--- src/rtl/cpu_pkg.sv ---
// Shared fetch-stage types and constants: widths, PC step, IF/ID record, state enum.
// Latency: n/a (declarations only).
// Backpressure: n/a.
package cpu_pkg;

    localparam int INSTR_W = 32;
    localparam int PC_W    = 32;
    localparam int JIDX_W  = 26;

    localparam logic [PC_W-1:0]    PC_STEP   = 32'd4;
    localparam logic [INSTR_W-1:0] INSTR_NOP = 32'h0000_0000;

    typedef enum logic {
        FS_RUN  = 1'b0,
        FS_HALT = 1'b1
    } fetch_state_t;

    typedef struct packed {
        logic [INSTR_W-1:0] instr;
        logic [PC_W-1:0]    pc;
        logic [PC_W-1:0]    pc4;
    } ifid_t;

    // J-type target: upper nibble of the delay-slot address, index, word aligned.
    function automatic logic [PC_W-1:0] jump_target(input logic [PC_W-1:0]   pc4,
                                                    input logic [JIDX_W-1:0] idx);
        return {pc4[PC_W-1:PC_W-4], idx, 2'b00};
    endfunction

endpackage

--- src/rtl/fetch_unit_if.sv ---
// Fetch-stage bus: instruction memory port, IF/ID handshake, redirect inputs, fault.
// Latency: n/a (wiring only).
// Backpressure: id_valid/id_ready handshake toward decode.
interface fetch_unit_if;
    import cpu_pkg::*;

    logic [PC_W-1:0]    imem_addr;
    logic [INSTR_W-1:0] imem_instr;
    logic               id_valid;
    logic               id_ready;
    logic [INSTR_W-1:0] id_instr;
    logic [PC_W-1:0]    id_pc;
    logic [PC_W-1:0]    id_pc4;
    logic               br_taken;
    logic [PC_W-1:0]    br_target;
    logic               jmp;
    logic [JIDX_W-1:0]  jmp_index;
    logic               fault;

    modport master (
        output imem_addr, id_valid, id_instr, id_pc, id_pc4, fault,
        input  imem_instr, id_ready, br_taken, br_target, jmp, jmp_index
    );

    modport slave (
        input  imem_addr, id_valid, id_instr, id_pc, id_pc4, fault,
        output imem_instr, id_ready, br_taken, br_target, jmp, jmp_index
    );

endinterface

--- src/rtl/fetch_unit_pc_next_sel.sv ---
// Next-PC selector: branch beats jump beats sequential pc+4; flags redirect flushes.
// Latency: combinational.
// Backpressure: none; the caller decides whether the selected PC is loaded.
module pc_next_sel
    import cpu_pkg::*;
(
    input  logic [PC_W-1:0]   pc,
    input  logic              br_taken,
    input  logic [PC_W-1:0]   br_target,
    input  logic              jmp,
    input  logic [JIDX_W-1:0] jmp_index,
    input  logic [PC_W-1:0]   id_pc4,
    input  logic              id_valid,
    output logic [PC_W-1:0]   next_pc,
    output logic              flush
);

    // A jump request is only meaningful while its instruction sits live in IF/ID.
    logic jmp_live;
    assign jmp_live = jmp && id_valid;

    always_comb begin
        next_pc = pc + PC_STEP;
        flush   = 1'b0;
        if (br_taken) begin
            next_pc = br_target;
            flush   = 1'b1;
        end else if (jmp_live) begin
            next_pc = jump_target(id_pc4, jmp_index);
            flush   = 1'b1;
        end
    end

endmodule

--- src/rtl/fetch_unit.sv ---
// Fetch stage: PC register, same-cycle ROM lookup, IF/ID register; optional FETCH_FAULT_EN range check.
// Latency: word at imem_addr=P appears as id_pc=P one edge later; one bubble after each redirect.
// Backpressure: IF/ID and PC hold while id_valid && !id_ready; redirects override the stall.
module fetch_unit
    import cpu_pkg::*;
#(
    parameter logic [PC_W-1:0] RESET_PC   = 32'h0000_0000,
    parameter int unsigned     IMEM_BYTES = 80
) (
    input  logic         clk,
    input  logic         rst_n,
    fetch_unit_if.master bus
);

    logic [PC_W-1:0] pc;
    ifid_t           ifid;
    logic            id_valid_q;
    fetch_state_t    state;

    logic [PC_W-1:0] next_pc;
    logic            flush;
    logic            advance;
    logic            load;

    pc_next_sel u_pc_next_sel (
        .pc        (pc),
        .br_taken  (bus.br_taken),
        .br_target (bus.br_target),
        .jmp       (bus.jmp),
        .jmp_index (bus.jmp_index),
        .id_pc4    (ifid.pc4),
        .id_valid  (id_valid_q),
        .next_pc   (next_pc),
        .flush     (flush)
    );

    assign advance = !id_valid_q || bus.id_ready;
    assign load    = flush || advance;

`ifdef FETCH_FAULT_EN
    logic fault_q;
    logic bad_pc;

    // Any PC outside the word-aligned program window stops the fetch engine.
    assign bad_pc = (next_pc[1:0] != 2'b00) || (next_pc >= PC_W'(IMEM_BYTES));
    assign bus.fault = fault_q;
`else
    logic unused_imem_bytes;
    assign unused_imem_bytes = (IMEM_BYTES == 0);
    assign bus.fault = 1'b0;
`endif

    always_ff @(posedge clk) begin
        if (!rst_n) begin
            pc         <= RESET_PC;
            ifid       <= '{instr: INSTR_NOP, pc: '0, pc4: '0};
            id_valid_q <= 1'b0;
            state      <= FS_RUN;
`ifdef FETCH_FAULT_EN
            fault_q    <= 1'b0;
`endif
        end else begin
            case (state)
                FS_RUN: begin
                    if (load) begin
`ifdef FETCH_FAULT_EN
                        if (bad_pc) begin
                            fault_q    <= 1'b1;
                            id_valid_q <= 1'b0;
                            state      <= FS_HALT;
                        end else
`endif
                        begin
                            pc <= next_pc;
                            if (flush) begin
                                id_valid_q <= 1'b0;
                            end else begin
                                ifid       <= '{instr: bus.imem_instr, pc: pc, pc4: pc + PC_STEP};
                                id_valid_q <= 1'b1;
                            end
                        end
                    end
                end
                FS_HALT: begin
                    id_valid_q <= 1'b0;
                end
                default: begin
                    state <= FS_RUN;
                end
            endcase
        end
    end

    assign bus.imem_addr = pc;
    assign bus.id_valid  = id_valid_q;
    assign bus.id_instr  = ifid.instr;
    assign bus.id_pc     = ifid.pc;
    assign bus.id_pc4    = ifid.pc4;

endmodule

--- src/flat_wrapper.sv ---
// flat-port wrapper written by rule: the top's interface ports become plain ports
module fetch_unit_flat import cpu_pkg::*;
#(
    parameter logic [PC_W-1:0] RESET_PC   = 32'h0000_0000,
    parameter int unsigned     IMEM_BYTES = 80
)
  (clk, rst_n, bus_imem_addr, bus_id_valid, bus_id_instr, bus_id_pc, bus_id_pc4, bus_fault, bus_imem_instr, bus_id_ready, bus_br_taken, bus_br_target, bus_jmp, bus_jmp_index);
  fetch_unit_if bus_i ();
  input  logic clk;
  input  logic rst_n;
  output wire logic [$bits(bus_i.imem_addr)-1:0] bus_imem_addr;
  output wire logic [$bits(bus_i.id_valid)-1:0] bus_id_valid;
  output wire logic [$bits(bus_i.id_instr)-1:0] bus_id_instr;
  output wire logic [$bits(bus_i.id_pc)-1:0] bus_id_pc;
  output wire logic [$bits(bus_i.id_pc4)-1:0] bus_id_pc4;
  output wire logic [$bits(bus_i.fault)-1:0] bus_fault;
  input wire logic [$bits(bus_i.imem_instr)-1:0] bus_imem_instr;
  input wire logic [$bits(bus_i.id_ready)-1:0] bus_id_ready;
  input wire logic [$bits(bus_i.br_taken)-1:0] bus_br_taken;
  input wire logic [$bits(bus_i.br_target)-1:0] bus_br_target;
  input wire logic [$bits(bus_i.jmp)-1:0] bus_jmp;
  input wire logic [$bits(bus_i.jmp_index)-1:0] bus_jmp_index;
  assign bus_imem_addr = bus_i.imem_addr;
  assign bus_id_valid = bus_i.id_valid;
  assign bus_id_instr = bus_i.id_instr;
  assign bus_id_pc = bus_i.id_pc;
  assign bus_id_pc4 = bus_i.id_pc4;
  assign bus_fault = bus_i.fault;
  assign bus_i.imem_instr = bus_imem_instr;
  assign bus_i.id_ready = bus_id_ready;
  assign bus_i.br_taken = bus_br_taken;
  assign bus_i.br_target = bus_br_target;
  assign bus_i.jmp = bus_jmp;
  assign bus_i.jmp_index = bus_jmp_index;
  fetch_unit #(.RESET_PC(RESET_PC), .IMEM_BYTES(IMEM_BYTES)) u_core (.clk(clk), .rst_n(rst_n), .bus(bus_i));
endmodule
--- config.mk ---
export PLATFORM = sky130hd
export DESIGN_NAME = fetch_unit_flat
export DESIGN_NICKNAME = d
export VERILOG_FILES = /design/src/rtl/cpu_pkg.sv /design/src/rtl/fetch_unit_if.sv /design/src/rtl/fetch_unit_pc_next_sel.sv /design/src/rtl/fetch_unit.sv /design/src/flat_wrapper.sv
export SDC_FILE = /design/constraint.sdc
export NUM_CORES = 1
export LEC_CHECK = 0
export BUFFER_PORTS_ARGS = -buffer_cell sky130_fd_sc_hd__buf_2
export CORE_ASPECT_RATIO = 0.75
export CORE_MARGIN = 4
export CORE_UTILIZATION = 25
export CTS_CLUSTER_SIZE = 14
export DETAILED_ROUTE_END_ITERATION = 10
export PLACE_DENSITY_LB_ADDON = 0.15
export SKIP_LAST_GASP = 1
export SYNTH_ARGS = -nofsm -noshare
export SYNTH_HDL_FRONTEND = slang
export SYNTH_HIERARCHICAL = 1
export SYNTH_SLANG_ARGS = --single-unit
--- constraint.sdc ---
create_clock -name clk -period 4.1 [get_ports clk]
set_input_delay 0.615 -clock clk [delete_from_list [all_inputs] [get_ports clk]]
set_output_delay 0.615 -clock clk [all_outputs]
set_load 0.03 [all_outputs]
---- Yosys cells after proc, flatten, opt, wreduce, memory -nomap -nowiden ----
Cells that the tools add are included.
storage, ports and cells
  register bits after elaboration ......... 129
  bits of input ports ..................... 95
  output and inout port bits .............. 130
  logic and storage cells ................. 18
operators by class
  add/subtract/negate cells ............... 1
  multiplexer cells ....................... 6
  bitwise operators ....................... 1
  reductions and logical operators ........ 5
operator list
  kind                                            number
  2-to-1 mux 32 bit                               2
  adder 32 x 3 -> 32 bit (second input constant)  1
  2-to-1 mux 1 bit                                4
  logical OR 1 bit                                2
  AND reduction 2 bit                             1
  logical AND 1 bit                               1
  logical NOT 1 bit                               1
  NOT 1 bit                                       1

---- Depth between registers and ports, before layout ----
Gate-level depths: netlist of the first run.
  word-level depth ........................ 5
  gate-level depth with buffers ........... 9
  mapped depth without buffers ............ 8

---- Hierarchy ----
Netlist of the first run, hierarchy kept.
modules (own cells, without submodules)
  module       times used  cells an instance  area an instance (um^2)  seq. area each (um^2)
  fetch_unit   1           630                4,991.0                  2,542.4
  pc_next_sel  1           202                1,216.2                  0.0

---- Worst setup path before layout of the first run ----
Ideal clock, no wire load.
  path kind ............................... input-to-reg
  start point ............................. in bus_br_taken
  end point ............................... reg u_core.ifid, in the netlist u_core/bus.id_instr[10]
  arrival ................................. 2.432 ns
  data required time ...................... 4.030 ns
  slack ................................... 1.597 ns
  cell stages on the path ................. 9
  path through ............................ clkbuf_1 > nor2_1 > inv_1 > clkbuf_1 > nand2b_1 > clkbuf_1 > buf_1 > nand2_1 > a21oi_1
on the way
  cells in the longest elaborated chain, start to end .. 3
ends and longest elaborated chain
  item                                                  line                          source
  start: declaration                                    flat_wrapper.sv:19            input wire logic [$bits(bus_i.br_taken)-1:0] bus_br_taken;
  2-to-1 mux 1 bit *                                    fetch_unit_pc_next_sel.sv:25  if (br_taken) begin
  net u_core.flush                                      fetch_unit.sv:21              logic flush;
  logical OR 1 bit / NOT 1 bit (equally long branches)  --
  AND reduction 2 bit (no line) *                       --
  end signal: assignment                                fetch_unit.sv:56              ifid <= '{instr: INSTR_NOP, pc: '0, pc4: '0};
  end signal: assignment                                fetch_unit.sv:78              ifid <= '{instr: bus.imem_instr, pc: pc, pc4: pc + PC_STEP};
  end: declaration                                      fetch_unit.sv:16              ifid_t ifid;
The timed path passes the listed nets; every way through them passes the cells marked *.
A chain may end at the register's enable or synchronous reset.

---- Worst setup path after layout of the first run ----
  start point ............................. reg u_core.id_valid_q (netlist: u_core/bus.id_valid)
  end point ............................... reg u_core.ifid, in the netlist u_core/bus.id_instr[27]
on the way
  cells in the longest elaborated chain, start to end .. 5
ends and longest elaborated chain
  item                                                  line                          source
  start: declaration                                    fetch_unit.sv:17              logic id_valid_q;
  start signal: assignment                              fetch_unit.sv:57              id_valid_q <= 1'b0;
  start signal: assignment                              fetch_unit.sv:76              id_valid_q <= 1'b0;
  start signal: assignment                              fetch_unit.sv:79              id_valid_q <= 1'b1;
  logical AND 1 bit *                                   fetch_unit_pc_next_sel.sv:20  assign jmp_live = jmp && id_valid;
  2-to-1 mux 1 bit *                                    fetch_unit_pc_next_sel.sv:28  end else if (jmp_live) begin
  2-to-1 mux 1 bit *                                    fetch_unit_pc_next_sel.sv:25
  net u_core.flush                                      fetch_unit.sv:21
  logical OR 1 bit / NOT 1 bit (equally long branches)  --
  AND reduction 2 bit (no line) *                       --
Marked as above.

==> out/results.txt, run 1 <==
Status = completed
Vias post-DR = 6475
Average size of a mapped cell = 7.46 µm²
RR Endpoint = u_core/bus.id_instr[27]
Clock Tree Buf Depth = 2
Gate Count Post-Synth = 832
1st-pass router iterations = 5
DIE HEIGHT = 144 µm
Sequential share of the synthesized area = 0.410
Worst hold start = bus_imem_instr[14]
Die Width = 190 µm
Crit path max-delay family = simple AND/OR/NAND/NOR gates
Most instantiated cells after synthesis = 253 x nand2_1, 127 x dfxtp_1, 109 x a21oi_1, 44 x clkbuf_1, 40 x o21ai_0
Aggregate routed wire length = 23200 µm
Drt via density = 4.75
Pins Over Slew Limit = 0
Worst Reg-to-Reg Cells = 8
H-tree depth = 4
Share of post-route cells with drive strength above 1 = 0.275
Pre-CTS WS = 1.01 ns
Mapped Nets = 929
NumNets Final = 1118
Hold Fails Final Rpt = 0
FILL cells = 2686
Leak pwr = 3.46 nW
Crit Path Class = reg2reg
# rows = 49
Number of synthesized register bits = 127
Minimum clock period = 2.64 ns
Synth area leader = dfxtp_1
Final TNS setup = 0 ns
Cell Area, Synth = 6210 µm²
Most common cell on crit path = buf_4
Root Buffer Master = clkbuf_16
Ys flop type = dfxtp_1
Maximum fanout along the worst path = 46
Required time of the critical path = 4.39 ns
Design Area, Final = 8180 µm²
Fin Clk Skew = 0.0293 ns
Post-route ant nets = 0
Area Overhead vs Synth = 31.7%
Area contributors post-synth = dfxtp_1 41%, nand2_1 15%, a21oi_1 8.8%, xor2_1 4.1%, o21ai_0 3.2%
Overall Global Routing Usage = 0.165
Number of CTS-inserted buffers = 17
Total chip power = 3.56 mW
Initial antenna violation count = 0
Initial Util = 0.256
Count of cell types in the netlist = 49
RSZ-0062 raised after global routing = no
MaxCap Viol Count = 0
Vias in the first global route = 6221
Critical R2R Launch = u_core/bus.id_valid
First-pass GRT wire length = 35200 µm
CTS tree = done
Arrival time at the worst endpoint = 2.93 ns
Placed instance area = 7560 µm²
DRC = 0
Worst path slowest cell = nand2b_2
Area fraction of the dominant cell type after synthesis = 0.410
CP endpoint kind = register
Clk_lat worst skew = 0.43 ns
GPL Wtd Cong = 0.792
CP startpoint kind = register
Most common cell in the synthesized netlist = nand2_1
Fin crit share = 0.644
Crit-path max cell delay = 0.69 ns
ANT cells = 0
Peak supply drop = 0.000284 V
Worst-Margin Slew = 1.03 ns
R2R Setup Slk = 1.46 ns
Final setup violation count = 0
Slew headroom = 0.313
CP Cell Sequence = and2_0, nor2_1, inv_1, buf_4, nand2b_2, buf_4, nand2_1, a21oi_1
Number of I/O port buffers = 223
Cell Pwr Density = 436 nW/µm²
Post-synth EDFFs = 0
Reg clk slew, reported paths = 0.06 ns
Synth warn = 6
Routed WL per cell = 17.0 µm
Core area = 24200 µm²
Async set-reset flop share out of synthesis = 0
Die ar. = 27400 µm²
Worst hold slack = 0.423 ns
GR Overflow Total = 0
Clock sinks = 127
# IOs = 225
Setup ws final = 1.46 ns
Hold buffer count at cts = 0
Hold Crit Depth = 3
Tightest Hold Check Type = in2reg
# Post-CTS Setup Buffers = 0
CP bufs+invs = 3
Largest net degree at the start of global routing = 75
Post-cts sizing count = 0
Drt first-iter violations = 359
Hold endpoint = u_core/bus.id_instr[14]
HPWL after detailed placement = 16100 µm
FMAX = 379 MHz
==> power by group <==
part           switching [mW]  internal, mW
combinational           0.380         0.180
clock                   0.568          1.02
sequential              0.106          1.31
total                    1.05          2.51
==> tightest hold or removal path: cells and delay by family <==
kind | cells | cell delay (ns)
AOI/OAI and AO/OA | 1 | 0.05
buffers and inverters | 1 | 0.09
and+or+nand+nor | 1 | 0.04
==> layer usage <==
metal | global-route usage | share of wire
met1 | 0.225 | 0.47
met2 | 0.250 | 0.44
met3 | 0.0550 | 0.081
met4 | 0.0468 | 0.011
met5 | 0 | 0
==> placed cells by master, fill, tap and decap left out, types with 5 or more instances in the layout <==
master     count
a221oi_1       7
nand4_1       17
a211oi_1       6
and4_1         7
or4_1          9
nand2_1      253
nor2_1        17
dfxtp_1      127
xor2_1        29
o31ai_1       11
a21oi_1      109
and2_1         5
buf_4         11
nand3_1       24
o21ai_0       40
a31oi_1       15
mux2i_1        5
buf_2        223
and3_1         5
or3_1          6
xnor2_1        9
o221ai_1      12
inv_1         12
nor3_1        14
clkbuf_16     17
==> sequential cells by signal (all words and copies together) (netlist names) <==
register and flops:
u_core/bus.id_pc 32, u_core/bus.id_instr 32, u_core/bus.imem_addr 32, u_core/bus.id_valid 1
u_core/bus.id_pc4 30
==> through the flow <==
step / utilization / cells
global route: 0.338 / 1364
CTS: 0.338 / 1364
global placement: 0.312 / 1333
detailed placement: 0.312 / 1333
finish: 0.338 / 1364
floorplan: - / 832
==> worst max path at each step <==
stage                                    from                 endpoint  slack [ns]  cells past startpoint
after global placement                bus_jmp  u_core/bus.id_instr[21]        1.06                      9
after detailed placement              bus_jmp  u_core/bus.id_instr[20]        1.01                      9
after global routing      u_core/bus.id_valid      u_core/bus.id_pc[3]        1.15                      8
final                     u_core/bus.id_valid  u_core/bus.id_instr[27]        1.46                      8
after floorplan                  bus_br_taken  u_core/bus.id_instr[10]        1.60                      9
after CTS                 u_core/bus.id_valid      u_core/bus.id_pc[1]        1.40                      8
==> kinds of logic (layout without fill, tap and decap cells) <==
kind of cell	after synthesis	in the layout	synth area share
AND/OR/NAND/NOR	378	378	0.281
buffers and inverters	78	279	0.0550
other	1	1	0.000604
multiplexers	6	6	0.00988
adder cells (fa/ha/maj)	2	2	0.00403
flip-flops	127	127	0.410
XOR/XNOR	38	38	0.0536
AO/OA/AOI/OAI	202	202	0.186
==> final cells by class <==
cell class	instances	area [µm²]	share of cell area
Tap cell	331	414	0.0506
Sequential cell	127	2540	0.311
Inverter	13	50.0	0.00612
Clock inverter	9	133	0.0162
Timing Repair Buffer	235	1220	0.149
Multi-Input combinational cell	627	3340	0.408
Clock buffer	22	484	0.0592
Note: power is estimated with default switching activity, not from simulation.
==> run 2: changes to the inputs <==
clock period = 2.3 ns   (was 4.1 ns; I/O delays follow)
==> run 2 against run 1 <==
Critical path depth down 3. Sequential power up 73%. Clock power up 77%. Register-to-register slack worse by 1.3 ns. Die area unchanged. Global-route usage up 0.37 points. Flip-flop and latch count unchanged. Clock skew down 0.020 ns. Via count up 1.1%. Combinational power up 100%.
==> out/results.txt, run 2 (synthesized netlist as in run 1, its figures left out) <==
Root Buffer Master = clkbuf_16
NumNets Final = 1149
Sw frac = 0.297
CTS tree = done
Worst-Margin Slew = 0.743 ns
Clk network pwr share = 0.440
Crit-path max cell delay = 0.56 ns
Die ar. = 27400 µm²
Drt first-iter violations = 400
Aggregate routed wire length = 23400 µm
Total chip power = 6.40 mW
Number of I/O port buffers = 223
Die Width = 190 µm
CP Cell Sequence = buf_4, and2_1, nand3_1, or4_1, a31oi_1
GR Overflow Total = 0
CP endpoint kind = register
Fin Clk Skew = 0.00907 ns
GPL Wtd Cong = 0.774
DRC = 0
Required time of the critical path = 2.65 ns
RSZ-0062 raised after global routing = no
Initial antenna violation count = 0
Fin crit share = 0.923
DIE HEIGHT = 144 µm
Cell Pwr Density = 757 nW/µm²
Worst hold slack = 0.160 ns
FMAX = 471 MHz
ANT cells = 0
Pre-CTS WS = 0.230 ns
Final setup violation count = 0
Clock Tree Buf Depth = 2
Pins Over Slew Limit = 0
Overall Global Routing Usage = 0.169
Minimum clock period = 2.12 ns
Initial Util = 0.256
Commonest non-fill, non-tap cell in the layout = nand2_1
Area Overhead vs Synth = 36.2%
Vias in the first global route = 6420
Tightest Hold Check Type = in2reg
1st-pass router iterations = 4
Status = completed
# IOs = 225
Vias post-DR = 6544
# rows = 49
Largest net degree at the start of global routing = 74
Clk_lat worst skew = 0.42 ns
Number of CTS-inserted buffers = 17
Clock sinks = 127
HPWL after detailed placement = 16600 µm
CP startpoint kind = register
# Post-CTS Setup Buffers = 0
Core area = 24200 µm²
Leak pwr = 3.64 nW
Internal power = 4.50 mW
Sw Pwr = 1.90 mW
Post-route ant nets = 0
Peak supply drop = 0.000487 V
CP bufs+invs = 1
Most frequent cells in the layout = 253 x nand2_1, 223 x buf_2, 127 x dfxtp_1
Comb pwr share = 0.176
Slew headroom = 0.503
H-tree depth = 4
Routed WL per cell = 16.7 µm
Post-cts sizing count = 0
Share of power burned in registers = 0.384
Drt via density = 4.69
Hold Fails Final Rpt = 0
Crit path max-delay family = simple AND/OR/NAND/NOR gates
Reg clk slew, reported paths = 0.06 ns
Crit Path Class = reg2reg
First-pass GRT wire length = 36200 µm
Setup ws final = 0.177 ns
Worst path slowest cell = or4_1
Arrival time at the worst endpoint = 2.47 ns
MaxCap Viol Count = 0
Hold buffer count at cts = 0
Final TNS setup = 0 ns
FILL cells = 2683
Maximum fanout along the worst path = 8
Share of post-route cells with drive strength above 1 = 0.295
-- run 2: changes by cell type in the layout (fill, tap and decap cells not counted), sizes merged --
cell and change:
buf +31, clkbuf +1
-- run 2: tightest hold or removal path: cells and delay by family --
kind,cells,cell delay [ns]
buf+inv,1,0.09
compound gates,1,0.05
simple gates,1,0.05
-- run 2: per-stage QoR --
stage	instances	utilization	area, µm²
3_5_place_dp	1364	0.324	7840
6_report	1396	0.349	8450
4_1_cts	1396	0.349	8450
2_1_floorplan	832	-	6210
3_3_place_gp	1364	0.324	7840
5_1_grt	1396	0.349	8450
-- run 2: power by group through the flow --
stage                     sequential (mW)  clock, mW  combinational [mW]
after floorplan                      2.79          0               0.392
after global placement               2.50          0                1.14
after detailed placement             2.51          0                1.14
after CTS                            2.46       2.90                1.14
after global routing                 2.48       3.01                1.24
final                                2.46       2.81                1.13
-- run 2: worst paths after layout --
path                                  from                      end  slack, ns  cells after the start
setup / recovery  u_core/bus.imem_addr[17]    u_core/bus.id_pc4[21]       0.18                      5
hold / removal          bus_imem_instr[10]  u_core/bus.id_instr[10]       0.16                      3
setup reg to reg  u_core/bus.imem_addr[17]    u_core/bus.id_pc4[21]       0.18                      5
hold reg to reg       u_core/bus.id_pc[17]     u_core/bus.id_pc[17]       0.45                      2
-- run 2: per-layer routing --
metal / GRT usage / vias to the layer above / routed length, µm
met1: 0.230 / 3014 / 11100
li1: - / 3321 / -
met4: 0.0430 / 0 / 255
met5: 0 / - / 0
met2: 0.258 / 188 / 10200
met3: 0.0560 / 21 / 1800
-- run 2: final cells by class --
class / instances / area [µm²] / share of cell area
Timing Repair Buffer: 266 / 1500 / 0.178
Sequential cell: 127 / 2540 / 0.301
Multi-Input combinational cell: 627 / 3340 / 0.395
Clock inverter: 9 / 133 / 0.0157
Tap cell: 331 / 414 / 0.0490
Clock buffer: 23 / 478 / 0.0565
Inverter: 13 / 50.0 / 0.00592
==> run 3: changes to the inputs <==
CELL_PAD_IN_SITES_DETAIL_PLACEMENT = 1   (was unset)
CELL_PAD_IN_SITES_GLOBAL_PLACEMENT = 2   (was unset)
CORE_UTILIZATION = 24   (was 25)
==> run 3 against run 2 <==
Clock-buffer cell count shrank 6. Register-to-register slack is essentially flat. Die area increased by 4.0%. Critical path depth rose by 3. Global-route usage grew 0.71 points. Via count grew 3.1%. Clock skew is essentially flat. Sequential power barely moved. Routed wire length increased by 8.3%. Cell area grew 1.6%. Clock power is 10% higher. Core utilization decreased by 0.83 points. Highest routed layer unchanged.
==> out/results.txt, run 3 (synthesized netlist as in run 1, its figures left out) <==
Status = completed
Routed WL per cell = 17.9 µm
Cell Pwr Density = 781 nW/µm²
FILL cells = 3115
Hold Fails Final Rpt = 0
Vias post-DR = 6748
Worst Reg-to-Reg Cells = 8
Area Overhead vs Synth = 38.4%
Number of I/O port buffers = 223
Commonest non-fill, non-tap cell in the layout = nand2_1
HPWL after detailed placement = 18400 µm
Clock Tree Buf Depth = 2
GPL Wtd Cong = 0.753
ANT cells = 0
RR Endpoint = u_core/bus.imem_addr[30]
NumNets Final = 1160
Number of CTS-inserted buffers = 17
Critical R2R Launch = u_core/bus.imem_addr[16]
Root Buffer Master = clkbuf_16
Minimum clock period = 2.12 ns
Post-route ant nets = 0
DIE HEIGHT = 147 µm
Initial antenna violation count = 0
Crit Path Class = reg2reg
Worst-Margin Slew = 0.716 ns
Worst setup endpoint = u_core/bus.imem_addr[30]
# rows = 50
Clock sinks = 127
Final TNS setup = 0 ns
Fin Clk Skew = 0.00884 ns
Aggregate routed wire length = 25300 µm
R2R Setup Slk = 0.18 ns
Peak supply drop = 0.000463 V
FMAX = 472 MHz
DRC = 0
Drt via density = 4.77
Worst setup path start = u_core/bus.imem_addr[16]
# IOs = 225
Slew headroom = 0.522
Die ar. = 28500 µm²
H-tree depth = 4
Fin crit share = 0.922
MaxCap Viol Count = 0
GR Overflow Total = 0
Final setup violation count = 0
Reg clk slew, reported paths = 0.06 ns
Leak pwr = 3.71 nW
Vias in the first global route = 6959
1st-pass router iterations = 4
Maximum fanout along the worst path = 12
# placed instances = 1381
Initial Util = 0.246
Pins Over Slew Limit = 0
Drt first-iter violations = 332
Core area = 25200 µm²
Arrival time at the worst endpoint = 2.46 ns
Clk_lat worst skew = 0.42 ns
Most frequent cells in the layout = 253 x nand2_1, 223 x buf_2, 127 x dfxtp_1
Required time of the critical path = 2.64 ns
First-pass GRT wire length = 40000 µm
Overall Global Routing Usage = 0.176
Tightest Hold Check Type = in2reg
Reg area = 2540 µm²
CP startpoint kind = register
Cell Count, Final, Fillers Out = 1414
Largest net degree at the start of global routing = 70
Die Width = 194 µm
Area occupied by multi-input gates = 3340 µm²
Share of post-route cells with drive strength above 1 = 0.305
CTS tree = done
RSZ-0062 raised after global routing = no
CP endpoint kind = register
-- run 3: worst min-delay path by stage --
stage,start,to,slack (ns),cells past startpoint
finish,bus_imem_instr[5],u_core/bus.id_instr[5],0.16,3
global route,bus_imem_instr[1],u_core/bus.id_instr[1],0.15,3
CTS,bus_imem_instr[5],u_core/bus.id_instr[5],0.14,3
detailed placement,u_core/bus.id_instr[30],u_core/bus.id_instr[30],0.45,2
global placement,u_core/bus.id_instr[15],u_core/bus.id_instr[15],0.44,2
floorplan,bus_imem_instr[0],u_core/bus.id_instr[0],0.48,2
-- run 3: worst max-delay path, stage by stage, from the launching register on --
cell and delay, ns:
dfxtp_1 0.63, nand2_1 0.21, nor4_4 0.29, buf_4 0.20, nand3_1 0.10, xor2_1 0.17
o221ai_1 0.16, nand2_1 0.10, a21oi_1 0.18
-- run 3: final cells by class --
| type | count | share of cell area |
|---|---|---|
| clock buffer | 17 | 0.0495 |
| clock inverter | 15 | 0.0282 |
| inverter | 13 | 0.00582 |
| multi-input combinational | 627 | 0.388 |
| sequential | 127 | 0.296 |
| tap | 338 | 0.0492 |
| timing repair buffer | 277 | 0.183 |
-- run 3: metrics by stage --
stage               hold slack (ns)  power (mW)  area [µm²]  utilization  setup WS, ns
floorplan                     0.481        3.18        6210            -        0.0656
global placement              0.440        3.68        7920        0.314         0.207
detailed placement            0.445        3.68        7920        0.314         0.149
CTS                           0.138        6.83        8580        0.340         0.128
global route                  0.149        7.05        8590        0.341        0.0262
finish                        0.162        6.71        8590        0.341         0.180
-- run 3: metal layers --
layer	vias to the layer above	GRT usage	wire, µm
met5	-	0	0
met4	0	0.0506	436
met3	21	0.0555	1590
met2	165	0.268	11100
met1	3220	0.240	12100
li1	3342	-	-
-- run 3: where the power goes --
group	internal, mW	switching (mW)	total [mW]	leakage, nW
Sequential	2.34	0.123	2.46	1.04
Clock	2.03	1.07	3.10	0.315
Combinational	0.385	0.770	1.16	2.35
-- run 3: timing repair --
action | CTS | global route
buffers inserted | 0 | 1
resized for setup | 0 | 1
setup endpoints to repair | 0 | 11
hold buffers | 0 | 0
